[src/rtl/pm_motor_arb.sv]
// pm_motor_arb: shares one stepper-motor driver between two position-mode
// controllers. Start requests are latched per channel, one channel owns the
// driver for a whole move (start through stop), and only its commands reach
// the driver.
//
// Ports:
//   clk, reset                   clock, synchronous active-high reset
//   sN_start/stop/mod_remain     channel command pulses (N = 0, 1)
//   sN_speed/step/dir            move parameters, captured with sN_start
//   sN_new_remain                remain value sent with sN_mod_remain
//   sN_state                     m_state while channel N owns the driver
//   sN_position                  driver position, shown to both channels
//   sN_done                      one-cycle pulse when channel N's move ends
//   m_state, m_position          driver status
//   m_start/stop/mod_remain      driver command pulses
//   m_speed/step/dir/new_remain  driver command values
//   m_sel                        driver enable, low while in reset
//   owner                        one-hot owner, 00 when idle
//   err_timeout                  sticky: driver never started running
module pm_motor_arb #(
  parameter int unsigned C_STEP_NUMBER_WIDTH = 32,
  parameter int unsigned C_SPEED_DATA_WIDTH  = 32,
  parameter int unsigned C_RUN_TIMEOUT       = 1024
) (
  input  logic                           clk,
  input  logic                           reset,
  input  logic                           s0_start,
  input  logic                           s0_stop,
  input  logic [C_SPEED_DATA_WIDTH-1:0]  s0_speed,
  input  logic [C_STEP_NUMBER_WIDTH-1:0] s0_step,
  input  logic                           s0_dir,
  input  logic                           s0_mod_remain,
  input  logic [C_STEP_NUMBER_WIDTH-1:0] s0_new_remain,
  output logic                           s0_state,
  output logic [C_STEP_NUMBER_WIDTH-1:0] s0_position,
  output logic                           s0_done,
  input  logic                           s1_start,
  input  logic                           s1_stop,
  input  logic [C_SPEED_DATA_WIDTH-1:0]  s1_speed,
  input  logic [C_STEP_NUMBER_WIDTH-1:0] s1_step,
  input  logic                           s1_dir,
  input  logic                           s1_mod_remain,
  input  logic [C_STEP_NUMBER_WIDTH-1:0] s1_new_remain,
  output logic                           s1_state,
  output logic [C_STEP_NUMBER_WIDTH-1:0] s1_position,
  output logic                           s1_done,
  input  logic                           m_state,
  input  logic [C_STEP_NUMBER_WIDTH-1:0] m_position,
  output logic                           m_start,
  output logic                           m_stop,
  output logic                           m_mod_remain,
  output logic [C_SPEED_DATA_WIDTH-1:0]  m_speed,
  output logic [C_STEP_NUMBER_WIDTH-1:0] m_step,
  output logic [C_STEP_NUMBER_WIDTH-1:0] m_new_remain,
  output logic                           m_dir,
  output logic                           m_sel,
  output logic [1:0]                     owner,
  output logic                           err_timeout
);

  localparam int unsigned SW    = C_SPEED_DATA_WIDTH;
  localparam int unsigned NW    = C_STEP_NUMBER_WIDTH;
  localparam int unsigned CNT_W = $clog2(C_RUN_TIMEOUT + 1);

  typedef enum logic [2:0] {
    S_IDLE, S_ISSUE, S_WAIT_RUN, S_RUN, S_RELEASE
  } state_t;

  state_t state, state_nxt;

  // Per-channel views of the request ports
  logic [1:0]    start_v, stop_v;
  logic [SW-1:0] speed_in  [2];
  logic [NW-1:0] step_in   [2];
  logic [1:0]    dir_in;

  assign start_v     = {s1_start, s0_start};
  assign stop_v      = {s1_stop, s0_stop};
  assign speed_in[0] = s0_speed;
  assign speed_in[1] = s1_speed;
  assign step_in[0]  = s0_step;
  assign step_in[1]  = s1_step;
  assign dir_in      = {s1_dir, s0_dir};

  // Pending flags and captured move parameters
  logic [1:0]    pend;
  logic [SW-1:0] hold_speed [2];
  logic [NW-1:0] hold_step  [2];
  logic [1:0]    hold_dir;
  logic          last_owner;
  logic [CNT_W-1:0] cnt;

  logic [1:0]    grant_c;
  logic          issue_c, fwd_c, release_c, timeout_c;
  logic          own_stop_c, own_mod_c;
  logic [NW-1:0] own_remain_c;

  // State register
  always_ff @(posedge clk) begin
    if (reset) state <= S_IDLE;
    else       state <= state_nxt;
  end

  // Next-state logic
  always_comb begin
    state_nxt = state;
    case (state)
      S_IDLE:     if (pend != 2'b00) state_nxt = S_ISSUE;
      S_ISSUE:    state_nxt = S_WAIT_RUN;
      S_WAIT_RUN: begin
        if (m_state)        state_nxt = S_RUN;
        else if (timeout_c) state_nxt = S_RELEASE;
      end
      S_RUN:      if (!m_state) state_nxt = S_RELEASE;
      S_RELEASE:  state_nxt = S_IDLE;
      default:    state_nxt = S_IDLE;
    endcase
  end

  // Per-state control decodes feeding the registered outputs
  always_comb begin
    grant_c      = 2'b00;
    issue_c      = 1'b0;
    fwd_c        = 1'b0;
    release_c    = 1'b0;
    timeout_c    = 1'b0;
    own_stop_c   = (owner[0] & s0_stop) | (owner[1] & s1_stop);
    own_mod_c    = (owner[0] & s0_mod_remain) | (owner[1] & s1_mod_remain);
    own_remain_c = owner[1] ? s1_new_remain : s0_new_remain;
    case (state)
      S_IDLE: begin
        // Tie goes to the channel that did not own the last move
        if (pend == 2'b11) grant_c = last_owner ? 2'b01 : 2'b10;
        else               grant_c = pend;
      end
      S_ISSUE:    issue_c = 1'b1;
      S_WAIT_RUN: begin
        fwd_c     = 1'b1;
        timeout_c = !m_state && (cnt == CNT_W'(C_RUN_TIMEOUT - 1));
      end
      S_RUN:      fwd_c = 1'b1;
      S_RELEASE:  release_c = 1'b1;
      default:    ;
    endcase
  end

  // Request latch; a channel being granted this cycle counts as owner
  always_ff @(posedge clk) begin
    if (reset) begin
      pend     <= 2'b00;
      hold_dir <= 2'b00;
      for (int n = 0; n < 2; n++) begin
        hold_speed[n] <= '0;
        hold_step[n]  <= '0;
      end
    end else begin
      for (int n = 0; n < 2; n++) begin
        if (start_v[n] && !owner[n] && !grant_c[n]) begin
          pend[n]       <= 1'b1;
          hold_speed[n] <= speed_in[n];
          hold_step[n]  <= step_in[n];
          hold_dir[n]   <= dir_in[n];
        end else if (grant_c[n]) begin
          pend[n] <= 1'b0;
        end else if (stop_v[n] && pend[n] && !owner[n]) begin
          pend[n] <= 1'b0;
        end
      end
    end
  end

  // Ownership, timeout counter and all registered outputs
  always_ff @(posedge clk) begin
    if (reset) begin
      owner        <= 2'b00;
      last_owner   <= 1'b1;
      cnt          <= '0;
      m_start      <= 1'b0;
      m_stop       <= 1'b0;
      m_mod_remain <= 1'b0;
      m_speed      <= '0;
      m_step       <= '0;
      m_new_remain <= '0;
      m_dir        <= 1'b0;
      m_sel        <= 1'b0;
      s0_done      <= 1'b0;
      s1_done      <= 1'b0;
      s0_state     <= 1'b0;
      s1_state     <= 1'b0;
      s0_position  <= '0;
      s1_position  <= '0;
      err_timeout  <= 1'b0;
    end else begin
      if (grant_c != 2'b00) owner <= grant_c;
      else if (release_c)   owner <= 2'b00;
      if (release_c) last_owner <= owner[1];

      if (issue_c)                  cnt <= '0;
      else if (state == S_WAIT_RUN) cnt <= cnt + 1'b1;

      m_start <= issue_c;
      if (issue_c) begin
        m_speed <= hold_speed[owner[1]];
        m_step  <= hold_step[owner[1]];
        m_dir   <= hold_dir[owner[1]];
      end

      m_stop       <= fwd_c & own_stop_c;
      m_mod_remain <= fwd_c & own_mod_c;
      if (fwd_c && own_mod_c) m_new_remain <= own_remain_c;

      m_sel       <= 1'b1;
      s0_done     <= release_c & owner[0];
      s1_done     <= release_c & owner[1];
      s0_state    <= m_state & owner[0];
      s1_state    <= m_state & owner[1];
      s0_position <= m_position;
      s1_position <= m_position;
      if (timeout_c) err_timeout <= 1'b1;
    end
  end

endmodule

[config.mk]
export PLATFORM = sky130hd
export DESIGN_NAME = pm_motor_arb
export DESIGN_NICKNAME = d
export VERILOG_FILES = /design/src/rtl/pm_motor_arb.sv
export SDC_FILE = /design/constraint.sdc
export NUM_CORES = 1
export LEC_CHECK = 0
export ABC_AREA = 1
export BUFFER_PORTS_ARGS = -buffer_cell sky130_fd_sc_hd__buf_2
export CAP_MARGIN = 20
export CORE_MARGIN = 4
export CORE_UTILIZATION = 30
export DETAILED_ROUTE_END_ITERATION = 7
export PLACE_DENSITY = 0.58
export SLEW_MARGIN = 30
export SYNTH_ARGS = -nofsm -noshare
export SYNTH_HDL_FRONTEND = slang
export SYNTH_SLANG_ARGS = --single-unit
[constraint.sdc]
create_clock -name clk -period 2.92 [get_ports clk]
set_clock_uncertainty 0.05 [all_clocks]
set_input_delay 0.292 -clock clk [delete_from_list [all_inputs] [get_ports clk]]
set_output_delay 0.292 -clock clk [all_outputs]
set_load 0.01 [all_outputs]
==> impl_metrics.py <==
metrics = {
    "outcome": {
        "status": "complete, no violations",
    },
    "global_routing": {
        "grt-ovfl-total": 0,
        "grt_max_degree": 67,
        "grt_pass1_wl_um": 51200,
        "grt_util_all_layers": 0.144,
        "antenna_found_initial": 2,
        "first_global_vias": 9505,
    },
    "synth": {
        "syn_avg_cell_area_um2": 10.4,
        "netlist_area_um2": 12400,
        "synth-async-reset-ratio": 0,
        "syn-num-nets": 1427,
        "netlist_top_cells_area": "edfxtp_1, dfxtp_1, a21boi_2",
        "ys_ff_latch": 287,
        "synth-main-ff-cell": "dfxtp_1",
        "synth-edff-count": 128,
        "synth_warnings": 0,
        "synthDistinctLibCells": 38,
        "netlist.area_leader.share": 0.310,
        "synth_area_leader_cell": "edfxtp_1",
        "postSynthCellCount": 1191,
        "ys_seq_area_frac": 0.568,
    },
    "worst_hold_path": {
        "hold_path_class": "in -> reg",
        "min_path_cells": 2,
        "hold_path_end": "hold_speed[0][9]$_SDFFCE_PN0P_",
        "min_from": "s0_speed[9]",
    },
    "worst_setup_path": {
        "path_max_fanout": 55,
        "r2r-start": "state[0]$_SDFFE_PP0P_",
        "crit_path_start_kind": "register",
        "crit_type": "reg -> out",
        "critical_path.max_stage_delay_ns": 0.54,
        "reg2reg_depth": 7,
        "critPathBufInv": 2,
        "critPathTopFamily": "buffers and inverters",
        "reg2reg_to": "hold_speed[1][8]$_SDFFCE_PN0P_",
        "critical_path_required_ns": 2.58,
        "crit_arrival_ns": 1.68,
        "endpoint_kind": "output pin",
        "cpMaxStageDelayCell": "buf_4",
        "path_cells": "buf_4 -> buf_2",
        "r2r_slack_ns": 0.90,
    },
    "detailed_routing": {
        "drtIter0Drc": 453,
        "drc": 0,
        "routed_wirelength_um": 33700,
        "dr.pass1.iters": 4,
        "viasPerCell": 4.38,
        "vias": 9478,
        "wire_per_inst_um": 15.6,
        "antenna_left": 0,
    },
    "floorplan": {
        "num_io_pins": 407,
        "fp.dieW_um": 211,
        "initial_core_util": 0.303,
        "core_um2": 40800,
        "die_area_um2": 44600,
        "die_y_um": 211,
        "row_count": 74,
    },
    "final_layout": {
        "fin_nets": 1846,
        "antenna_cells": 0,
        "mostFrequentLayoutCell": "buf_2",
        "post-route-util": 0.398,
        "stdcell_area_um2": 16200,
        "layout_common_cells": "buf_2, nand2_1, dfxtp_1",
        "area_delta_synth_final_pct": 31.2,
        "drive_above_1_share": 0.381,
    },
    "power": {
        "ir_drop_v": 0.000398,
        "p_per_area_nw_per_um2": 744,
        "p_leak_nw": 7.39,
        "fin_total_pwr_mw": 12.1,
    },
    "clock_tree": {
        "postCtsSetupBuffers": 0,
        "cts.repair.resized": 0,
        "cts_tree": "done",
        "cts.clk_slew.worst_paths_ns": 0.05,
        "cts_max_path_buffers": 3,
        "htree_levels": 2,
        "cts_sinks": 287,
        "cts_root_buffer": "clkbuf_16",
        "cts_hold_buf": 52,
        "clk-insertion-delay-late_ns": 0.52,
        "cts_buffers": 34,
    },
    "timing": {
        "worst_pin_slew_ns": 0.908,
        "fin_setup_tns_ns": 0,
        "period_share": 0.692,
        "slew_violations": 0,
        "hold_viol": 0,
        "rsz0062_at_grt": "no",
        "clock.fmax_ghz": 0.495,
        "maxSlewHeadroom": 0.394,
        "layout_min_cycle_time_ns": 2.02,
        "setup_viol": 0,
    },
    "placement": {
        "io_buffers": 406,
        "place.gp.congestion": 0.812,
        "dpl.hpwl_um": 23200,
        "dpl_cell_area_um2": 14700,
    },
    "run": {
        "cap_violations": 0,
    },
}
-- stage by stage --
step / setup WS (ns) / std cells / hold WS, ns
2_1_floorplan: 0.240 / 1191 / 0.349
3_3_place_gp: 0.803 / 2054 / 0.386
3_5_place_dp: 0.793 / 2054 / 0.394
4_1_cts: 0.812 / 2166 / 0.00112
5_1_grt: 0.745 / 2166 / 0.0108
6_report: 0.898 / 2166 / 0.0379
-- cell type report --
type / count / area, um^2
multi-input cells: 705 / 4270
repair buffers: 488 / 2870
flip-flops and latches: 287 / 7030
inverters: 94 / 353
clock inverters: 8 / 47.5
well taps: 532 / 666
clock buffers: 52 / 1010
fillers: 4013 / 24600
-- worst reg2reg max path, cell delays in order, from the launching register on --
cell and delay [ns]:
dfxtp_1 0.36, nor2_2 0.20, nand2_2 0.07, inv_2 0.10
nand2_4 0.08, nand3_4 0.40, buf_4 0.40, a21boi_2 0.10
-- state kept, by name (all words and copies together), names as in the netlist, 2 cells and up --
| signal | flops |
|---|---|
| hold_speed | 64 |
| hold_step | 64 |
| m_new_remain | 32 |
| m_speed | 32 |
| m_step | 32 |
| s1_position | 32 |
| cnt | 11 |
| state | 3 |
| hold_dir | 2 |
| owner | 2 |
| pend | 2 |
-- kinds of logic (layout without fill, tap and decap cells) --
family,count (synthesis),after routing,share of synthesized area
and+or+nand+nor,420,420,0.135
muxes,65,65,0.0526
xor gates and xnor gates,2,2,0.00142
AOI/OAI and AO/OA,217,217,0.152
adders and majority gates,1,1,0.00101
buffers and inverters,199,642,0.0903
DFF,287,287,0.568
-- Yosys cell counts (4+ instances only) --
cell type,count
a21boi_2,120
nand3_1,16
edfxtp_1,128
nand2_1,262
mux2i_1,65
clkbuf_1,12
o21ai_0,39
o21ai_1,30
inv_1,88
buf_4,50
a21boi_0,9
nor3_1,5
buf_6,18
dfxtp_1,159
nor2_1,120
nand4_1,4
inv_2,5
a21oi_1,12
buf_2,22
-- how the worst max path moves through the flow --
stage | start | endpoint | depth (start not counted)
global placement | s1_start | hold_step[0][31]$_SDFFCE_PN0P_ | 6
CTS | owner[1]$_SDFFE_PP0P_ | owner[1] | 2
floorplan | reset | hold_speed[0][0]$_SDFFCE_PN0P_ | 4
finish | owner[1]$_SDFFE_PP0P_ | owner[1] | 2
detailed placement | s1_start | hold_step[1][31]$_SDFFCE_PN0P_ | 6
global route | owner[1]$_SDFFE_PP0P_ | hold_step[0][31]$_SDFFCE_PN0P_ | 4
-- layer usage --
layer	track usage	up-vias	routed length, um
met5	0	-	13
met4	0.0472	2	770
met3	0.0356	53	2630
met2	0.253	336	16400
met1	0.173	4365	13900
li1	-	4722	-
-- report_power, final --
| part | internal, mW | switching, mW | leakage, nW |
|---|---|---|---|
| Sequential | 5.02 | 0.283 | 2.68 |
| Combinational | 1.07 | 1.70 | 4.19 |
| Clock | 2.39 | 1.63 | 0.515 |
| Total | 8.48 | 3.61 | 7.39 |
No activity file was read; power rests on OpenSTA's default activity.
